`config.mk`:
```
export PLATFORM = sky130hd
export DESIGN_NAME = dma_copy_mips
export DESIGN_NICKNAME = d
export VERILOG_FILES = /design/src/rtl/dma_copy_mips.sv
export SDC_FILE = /design/constraint.sdc
export NUM_CORES = 1
export LEC_CHECK = 0
export CAP_MARGIN = 20
export CORE_MARGIN = 2
export CORE_UTILIZATION = 25
export CTS_BUF_LIST = sky130_fd_sc_hd__clkbuf_16
export CTS_CLUSTER_SIZE = 16
export DETAILED_ROUTE_END_ITERATION = 16
export DONT_BUFFER_PORTS = 1
export PLACE_DENSITY = 0.39
export SLEW_MARGIN = 20
export SYNTH_ARGS = -nofsm -noshare
export SYNTH_HDL_FRONTEND = slang
export SYNTH_SLANG_ARGS = --single-unit
export TNS_END_PERCENT = 5
```
`constraint.sdc`:
```
create_clock -name in_clk -period 11.94 [get_ports in_clk]
set_input_delay 2.388 -clock in_clk [delete_from_list [all_inputs] [get_ports in_clk]]
set_output_delay 2.388 -clock in_clk [all_outputs]
set_load 0.02 [all_outputs]
```
`src/rtl/dma_copy_mips.sv`:
```
// dma_copy_mips: word-copy DMA with memmove semantics on the MIPS data memory port
module dma_copy_mips #(
  parameter int n_bit = 31,
  parameter int memory_size = 2047
) (
  input  logic             in_clk,
  input  logic             in_reset,
  input  logic             in_start,
  input  logic [n_bit:0]   in_src,
  input  logic [n_bit:0]   in_dst,
  input  logic [n_bit:0]   in_len,
  input  logic             in_grant,
  input  logic [n_bit:0]   in_mem_read_data,
  output logic             out_mem_we,
  output logic [n_bit:0]   out_mem_addr,
  output logic [n_bit:0]   out_mem_write_data,
  output logic             out_busy,
  output logic             out_done,
  output logic             out_error
);
  typedef enum logic [1:0] {IDLE, READ, WRITE, DONE} state_t;
  localparam logic [n_bit+1:0] one_x = (n_bit+2)'(1);
  localparam logic [n_bit+1:0] lim = (n_bit+2)'(memory_size);
  localparam logic [n_bit:0] one = (n_bit+1)'(1);
  state_t state, next;
  logic [n_bit:0] src_ptr, dst_ptr, cnt, buffer;
  logic err, desc, bad, back;
  logic [n_bit+1:0] src_x, dst_x, src_last, dst_last;
  always_comb begin
    src_x = {1'b0, in_src} + {1'b0, in_len};
    dst_x = {1'b0, in_dst} + {1'b0, in_len};
    src_last = src_x - one_x;
    dst_last = dst_x - one_x;
    bad = (in_len != '0) && (src_last > lim || dst_last > lim);
    back = in_src < in_dst && {1'b0, in_dst} < src_x;
    next = state;
    case (state)
      IDLE:  if (in_start) next = (bad || in_len == '0) ? DONE : READ;
      READ:  if (in_grant) next = WRITE;
      WRITE: if (in_grant) next = cnt == one ? DONE : READ;
      DONE:  next = IDLE;
      default: next = IDLE;
    endcase
    out_busy = state != IDLE;
    out_done = state == DONE;
    out_error = state == DONE && err;
    // an in-flight write is dropped the moment reset is raised
    out_mem_we = state == WRITE && in_grant && !in_reset;
    out_mem_addr = state == READ ? src_ptr : state == WRITE ? dst_ptr : '0;
    out_mem_write_data = state == WRITE ? buffer : '0;
  end
  always_ff @(posedge in_clk) begin
    if (in_reset) begin
      state <= IDLE;
      src_ptr <= '0;
      dst_ptr <= '0;
      cnt <= '0;
      buffer <= '0;
      err <= 1'b0;
      desc <= 1'b0;
    end else begin
      state <= next;
      case (state)
        IDLE: if (in_start) begin
          err <= bad;
          desc <= back;
          cnt <= in_len;
          src_ptr <= back ? src_last[n_bit:0] : in_src;
          dst_ptr <= back ? dst_last[n_bit:0] : in_dst;
        end
        READ: if (in_grant) buffer <= in_mem_read_data;
        WRITE: if (in_grant) begin
          cnt <= cnt - one;
          src_ptr <= desc ? src_ptr - one : src_ptr + one;
          dst_ptr <= desc ? dst_ptr - one : dst_ptr + one;
        end
        DONE: err <= 1'b0;
        default: err <= 1'b0;
      endcase
    end
  end
endmodule

```
---- Word level (Yosys, flattened, before mapping) ----
Cells that the tools add are included.
storage, ports and cells
  bits of input ports ..................... 132
  register bits ........................... 132
  word-level logic and storage cells ...... 70
  output and inout port bits .............. 68
cells by class
  muxes and demuxes ....................... 24
  reduce and logical (&&, ||, !) cells .... 19
  magnitude comparators ................... 4
  add/sub/neg operators ................... 9
  equality and inequality tests ........... 7
operators by type and width
  kind                   number
  $mux 32                13
  $pmux 32 s2            3
  $sub 32x1->32 const B  3
  $add 32x32->33         2
  $gt 33x11->1 const B   2
  $sub 33x1->33 const B  2
  $add 32x1->32 const B  2
  $lt 32x33->1           1
  $eq 32x1->1 const B    1
  $logic_not 32->1       1
  $lt 32x32->1           1
  $reduce_bool 32->1     1
  $mux 2                 5
  $pmux 2 s4             1
  $ne 2x2->1 const B     3
  $reduce_and 2->1       3
  $reduce_and 3->1       2
  $reduce_bool 2->1      3
  $logic_and 1x1->1      5
  $eq 2x2->1 const B     2
  $eq 2x1->1 const B     1
  $logic_not 2->1        1
  $logic_or 1x1->1       2
  $pmux 1 s2             1
  2 further kinds        2

---- Depth between registers and ports, before layout ----
Gate-level depths: netlist of run 1.
  word-level depth ........................ 9
  depth in mapped cells ................... 24
  depth with buffers taken out ............ 22

---- Worst setup path before layout of run 1 ----
Ideal clock, no wire load.
  path type ............................... input -> register
  from .................................... input port in_src[13]
  to ...................................... register src_ptr[0]
  data arrival time ....................... 6.932 ns
  path slack .............................. 4.881 ns
  data required time ...................... 11.812 ns
  buffers on the path ..................... 2
  setup time .............................. 0.128 ns
  stages .................................. 21
  path through ............................ ha_1 buf_4 and4_1 nand3_1 or4_1 a21o_1 o211ai_1 a31oi_1 o21bai_1 a21oi_1 xor2_1 ha_1 nor2b_1 a2111oi_0 a211oi_1 a2111o_1 a31oi_4 buf_4 mux2_1 a221oi_1 nor2_1
on the way
  cells in the longest elaborated chain, start to end .. 6
  elaborated cells on any way between the ends .. 7
  those cells by class .................... add/sub (1); order compare (2); mux (3); reduce/logical (1)
ends and longest elaborated chain
  item                   RTL line  RTL
  from (decl)            9         input logic [n_bit:0] in_src,
  $add 32x32->33         30        src_x = {1'b0, in_src} + {1'b0, in_len};
  $lt 32x33->1           35        back = in_src < in_dst && {1'b0, in_dst} < src_x;
  $logic_and 1x1->1 (*)  35
  $mux 32 (*)            68        src_ptr <= back ? src_last[n_bit:0] : in_src;
  $mux 32 (*)            64        IDLE: if (in_start) begin
  $pmux 32 s2 (*)        63        case (state)
  to (signal assigned)   68
  to (signal assigned)   74        src_ptr <= desc ? src_ptr - one : src_ptr + one;
  to (decl)              26        logic [n_bit:0] src_ptr, dst_ptr, cnt, buffer;
Every way passes the cells marked *; elsewhere a longest branch is shown, timed or not. The select of a mux whose other input is x is not followed.
A chain may end at the register's enable or synchronous reset.

---- Final worst setup path of run 1 ----
  from .................................... input port in_src[0]
  to ...................................... register dst_ptr[1]
on the way
  cells in the longest elaborated chain, start to end .. 6
  elaborated cells on any way between the ends .. 7
  those cells by class .................... add/sub (1); order compare (2); mux (3); reduce/logical (1)
ends and longest elaborated chain
  item                   RTL line  RTL
  $add 32x32->33         30
  $lt 32x33->1           35
  $logic_and 1x1->1 (*)  35
  $mux 32 (*)            69        dst_ptr <= back ? dst_last[n_bit:0] : in_dst;
  $mux 32 (*)            64
  $pmux 32 s2 (*)        63
  to (signal assigned)   69
  to (signal assigned)   75        dst_ptr <= desc ? dst_ptr - one : dst_ptr + one;
  to (decl)              26
Marks and branches as above.

==> out/results.ini, run 1 <==
[outcome]
outcome = completed

[synth]
yosysWarnings = 0
synth_top_area_cell = ha_1
synth_common_cells = 213 x a21oi_1, 213 x ha_1, 198 x nand2_1
ys_types = 100
ys_ff_latch = 132
synth_seq_area_share_pct = 15.61
synth-main-ff-cell = dfxtp_1
synthCells = 2319
yosys.area.top_type_share_pct = 15.75
synth_area_leaders = ha_1 16%, dfxtp_1 16%, a21oi_1 6.3%
ys_async_sr_fraction_pct = 0
synth-edff-count = 0
syn-num-nets = 2668
netlist_area_um2 = 16920
avgSynthCellArea_um2 = 7.298

[min_path]
hold_path.class = register to register
worstHoldStart = buffer[29]

[timing]
finalHoldViolations = 0
max_freq_mhz = 121.3
slew_viol_final = 0
fin_crit_sh_pct = 69.04
post-route-min-period_ns = 8.244
relSlewSlack_pct = 29.39
worst_pin_slew_ns = 1.032
rsz0062_at_grt = no
totalNegativeSetupSlack_ns = 0
finClkSkew_ns = 0.01959
setup_violations = 0

[critical_path]
critPathLaunchType = primary input
startpoint = in_src[0]
crit_chain = ha_1, inv_1, fa_1, nor2b_1, o2111ai_1, a211oi_2, nor4_2, o31ai_1, a211oi_1, xor2_1, ha_1, a21oi_1, nor2b_1, a2111oi_0, a211oi_1, a2111o_1, a31oi_4, buf_4, buf_4, mux2_2, o21ai_1, o22ai_1
end_kind = register
rr_startpoint = desc
critPathArrivalTime_ns = 8.62
crit_path_max_fanout = 57
required_ns = 12.32
crit_type = primary input to register
crit_path_max_incr_delay_ns = 0.64
slowest_stage = a211oi_2

[pwr]
ir_drop_mv = 0.08985
leakage_nw = 7.769
p_per_area_nw_per_um2 = 123.0
power_mw = 2.259

[die]
core_um2 = 67040
die-area_um2 = 69800
die_h_um = 264.2
die_x_um = 264.2
io_pins = 200
initial_core_util_pct = 25.25
row_count = 95

[clock_network]
clock_path_buffers = 2
ctsResizeCount = 0
numClockSinks = 132
numCtsBuffers = 17
cts_tree = done
insertion_delay_ns = 0.50
post-cts-setup-buffer-count = 0
holdBufCountCts = 0
clkTransAtPathRegs_ns = 0.07
cts-root-buf = clkbuf_16
cts_max_level = 4

[layout]
design_area_um2 = 18360
nNetsFinal = 2604
fill_cells = 7428
n_antenna_cell = 0
syn2layout_area_growth_pct = 8.502
drive_above_1_share_pct = 5.600

[run]
max-cap-violations = 0

[placement]
placed_area_um2 = 17750
io_buffers = 0
gp_congestion = 0.8863
hpwl_mm = 53.89

[global_routing]
use_met2_pct = 32.74
grt_use_met3_pct = 3.281
gr-usage-met1_pct = 23.71
grt.busiest_layer = met2
track_usage_pct = 18.98
grt_start_max_net_pins = 103
grt_remaining_overflow = 0
grt_pass1_vias = 16020
grt_antenna_before_repair = 1
grt_pass1_wl_mm = 100.1

[routing]
ant_nets = 0
drt_iter0_markers = 1001
via_count = 16630
drc_errors = 0
viasPerCell = 5.296
firstDrtPassIters = 5
detail_route.wl_per_cell_um = 21.25
drt_wl_total_mm = 66.75

## flip-flops by register name, summed over array words and instances (netlist names)
name and flops:
buffer 32, cnt 32, dst_ptr 32, src_ptr 32, state 2, desc 1
err 1
## logic make-up (layout without fill, tap and decap cells)
logic type	after synthesis	count (layout)	synth area share, %
flip-flops	132	132	15.61
AO/OA/AOI/OAI	758	758	29.35
XOR/XNOR	123	123	6.491
buffers and inverters	296	245	6.875
multiplexers	55	55	3.467
adder cells (fa/ha/maj)	224	224	16.63
AND/OR/NAND/NOR	731	731	21.57
## path summary, 6_finish.rpt
kind            endpoint  slack (ns)  cells after the start
min reg2reg   buffer[29]        0.44                      2
max reg2reg  dst_ptr[31]        7.10                     13
max           dst_ptr[1]        3.70                     22
min           buffer[29]        0.44                      2
## through the flow
step                util [%]  worst slack, ns  cells  hold slack [ns]
floorplan                  -            4.881   2319           0.4317
global placement       26.48            3.195   3109           0.4310
detailed placement     26.48            3.239   3109           0.4367
CTS                    27.39            3.765   3141           0.4474
global route           27.39            3.175   3141           0.4627
finish                 27.39            3.696   3141           0.4441
## layout make-up
class                   instances  area, um2  share of cell area [%]
clock buffers                  17      425.4                   2.317
inverters                     195      732.0                   3.986
flip-flops and latches        132       2644                   14.40
repair buffers                 18      135.1                  0.7358
multi-input cells            1891      13150                   71.63
clock inverters                15      181.4                  0.9879
well taps                     873       1092                   5.948
## worst max-delay path, delay by kind of cell
kind / cells / cell delay (ns)
AO/OA/AOI/OAI: 11 / 2.90
adder cells (fa/ha/maj): 3 / 0.94
multiplexers: 1 / 0.38
AND/OR/NAND/NOR: 3 / 0.40
buffers and inverters: 3 / 1.18
XOR/XNOR: 1 / 0.36
## layout by cell type, fill, tap and decap left out, types with 15 or more instances in the layout
cell type / instances
nor4_1: 22
mux2i_1: 26
inv_1: 195
and2_1: 45
nand2b_1: 31
nand4_1: 24
a31oi_1: 15
o31ai_1: 17
mux2_2: 25
o21a_1: 25
a211oi_1: 38
ha_1: 213
nor2_1: 163
xnor2_1: 75
nor2b_1: 25
a21o_1: 73
nand2_1: 196
xor2_1: 46
and3_1: 16
nand3_1: 55
nor3_1: 75
a21oi_1: 212
dfxtp_1: 131
o211ai_1: 16
or3_1: 17
o21ai_0: 164
buf_4: 18
a22o_1: 36
o21bai_1: 16
clkbuf_16: 17
## power by group
part | switching, mW | total [mW] | internal, mW
clock network | 0.282 | 0.581 | 0.300
registers | 0.0550 | 0.550 | 0.495
logic | 0.703 | 1.13 | 0.424
total | 1.04 | 2.26 | 1.22
## metal layers
metal | part of all wire (%) | vias to the layer above | wire, um
met5 | 0.021 | - | 14
met4 | 2.9 | 2 | 1934
met3 | 4.2 | 81 | 2777
met2 | 48 | 354 | 32240
met1 | 45 | 7857 | 29780
li1 | - | 8340 | -
No activity file was read; power rests on OpenSTA's default activity.
==> inputs of run 2 (changes only) <==
Settings changed: PLACE_DENSITY 0.39 to 0.41.
Clock period 11.94 ns to 7.5 ns, I/O delays scaled along.
==> run 2 against run 1 <==
Effect of this change:
- clock power up 70%
- clock-buffer cell count unchanged
- clock skew down 0.0039 ns
- utilization up 0.18 points
- total power up 63%
- worst hold slack worse by 0.0011 ns
- first-iteration DRC count up 31%
- sequential share of layout area down 0.096 points
- critical path depth down 4
- sequential power up 60%
- combinational power up 60%
- critical endpoint is now err
- largest cell class unchanged
==> out/results.ini, run 2 (synthesis results as in run 1) <==
[routing]
ant_nets = 0  ; unchanged
via_count = 16920  ; +1.7%
detail_route.wl_per_cell_um = 21.47  ; +1.0%
firstDrtPassIters = 6  ; +1
drc_errors = 0  ; unchanged
drt_iter0_markers = 1316  ; +31%
drt_wl_total_mm = 67.60  ; +1.3%
viasPerCell = 5.375  ; +1.5%

[layout]
layout_commonest_cell = ha_1
seq_area_um2 = 2644  ; unchanged
drive_above_1_share_pct = 5.934  ; +0.33 points
syn2layout_area_growth_pct = 9.233
n_antenna_cell = 0  ; unchanged
layoutNonFillerInstCount = 3148  ; +0.22%
final_cell_mix = 213 x ha_1, 212 x a21oi_1, 196 x nand2_1, 195 x inv_1, 164 x o21ai_0
multi_input_area_um2 = 13160  ; about the same
nNetsFinal = 2611  ; +0.27%
fill_cells = 7486  ; +0.78%

[outcome]
outcome = completed

[die]
die-area_um2 = 69800  ; unchanged
initial_core_util_pct = 25.25  ; unchanged
die_x_um = 264.2  ; unchanged
die_h_um = 264.2  ; unchanged
core_um2 = 67040  ; unchanged
row_count = 95  ; unchanged
io_pins = 200  ; unchanged

[global_routing]
track_usage_pct = 19.08  ; +0.096 points
grt_start_max_net_pins = 103  ; unchanged
grt_pass1_wl_mm = 100.6  ; +0.44%
grt_antenna_before_repair = 0  ; -1
grt_remaining_overflow = 0  ; unchanged
grt_pass1_vias = 16140  ; +0.73%

[critical_path]
critPathLaunchType = primary input
critPathArrivalTime_ns = 7.13  ; -1.49 ns
crit_path_max_fanout = 5  ; -91%
required_ns = 7.80  ; -4.52 ns
end_kind = register
crit_type = primary input to register

[pwr]
power_mw = 3.677  ; +63%
p_per_area_nw_per_um2 = 198.9  ; +62%
ir_drop_mv = 0.1652  ; +84%
leakage_nw = 7.833  ; +0.81%

[timing]
setup_violations = 0  ; unchanged
totalNegativeSetupSlack_ns = 0  ; unchanged
post-route-min-period_ns = 6.830
relSlewSlack_pct = 20.51  ; -8.9 points
rsz0062_at_grt = no
hold-worst-slack_ns = 0.4430  ; -0.001116 ns
worst_pin_slew_ns = 1.188  ; +0.1554 ns
slew_viol_final = 0  ; unchanged
finClkSkew_ns = 0.01570  ; -0.003895 ns
fin_crit_sh_pct = 91.06
max_freq_mhz = 146.4
finalHoldViolations = 0  ; unchanged

[clock_network]
cts_max_level = 4  ; unchanged
clock_path_buffers = 2  ; unchanged
insertion_delay_ns = 0.48  ; -0.02 ns
cts_tree = done
clkTransAtPathRegs_ns = 0.07  ; about the same
post-cts-setup-buffer-count = 0  ; unchanged
numClockSinks = 132  ; unchanged
holdBufCountCts = 0  ; unchanged
ctsResizeCount = 0  ; unchanged
cts-root-buf = clkbuf_16
numCtsBuffers = 17  ; unchanged

[placement]
gp_congestion = 0.8871  ; about the same
hpwl_mm = 54.63  ; +1.4%
dp_cells = 3116  ; +0.23%
io_buffers = 0  ; unchanged

[run]
max-cap-violations = 0  ; unchanged

[min_path]
hold_path.class = register to register

run 2: changes by cell type in the layout (fill, tap and decap cells not counted), moves of 2 or more:
cell | before | now
buf_12 | 0 | 2
buf_4 | 18 | 23
bufinv_16 | 1 | 4
inv_8 | 3 | 1
clkinv_8 | 3 | 1
run 2: path summary, 6_finish.rpt:
path / from / endpoint / slack (ns) / depth (start not counted)
setup / recovery: in_len[1] / err / 0.67 / 18
hold / removal: buffer[18] / buffer[18] / 0.44 / 2
setup reg to reg: desc / dst_ptr[31] / 2.65 / 14
hold reg to reg: buffer[18] / buffer[18] / 0.44 / 2
run 2: power by group:
group          internal, mW  switching, mW  leakage [nW]
clock                 0.567          0.422         0.314
combinational         0.686           1.12          6.43
sequential            0.789         0.0912          1.08
run 2: final cells by class:
class	instances	area share, %
multi-input combinational	1891	71.18
sequential	132	14.30
timing repair buffer	25	1.151
inverter	195	3.959
tap	873	5.908
clock buffer	17	2.301
clock inverter	15	1.198
run 2: routing by layer:
layer / share of wire [%] / up-vias / global-route usage [%]
met3: 4.7 / 81 / 3.374
met4: 2.3 / 0 / 5.513
met1: 45 / 8076 / 24.01
met5: 0 / - / 0
li1: - / 8342 / -
met2: 48 / 420 / 33.14
run 2: through the flow:
step	util [%]	area, um2	setup slack [ns]
final	27.58	18490	0.6704
after global routing	27.58	18490	0.4041
after CTS	27.56	18480	0.7678
after global placement	26.60	17830	0.04346
after floorplan	-	16930	1.329
after detailed placement	26.60	17830	0.2910
run 2: critical path, cell delays in order:
cell and delay [ns]:
inv_1 0.05, ha_1 0.28, inv_1 0.04, ha_1 0.21
fa_1 0.43, a211oi_1 0.25, o21bai_1 0.13, a21o_1 0.23
a41oi_1 0.68, o21ai_0 0.20, xor2_1 0.20, or4_1 0.61
a2111oi_0 0.80, nand3_1 0.21, nor4_1 0.39, nand4b_1 0.30
nor4_2 0.44, o32ai_1 0.15
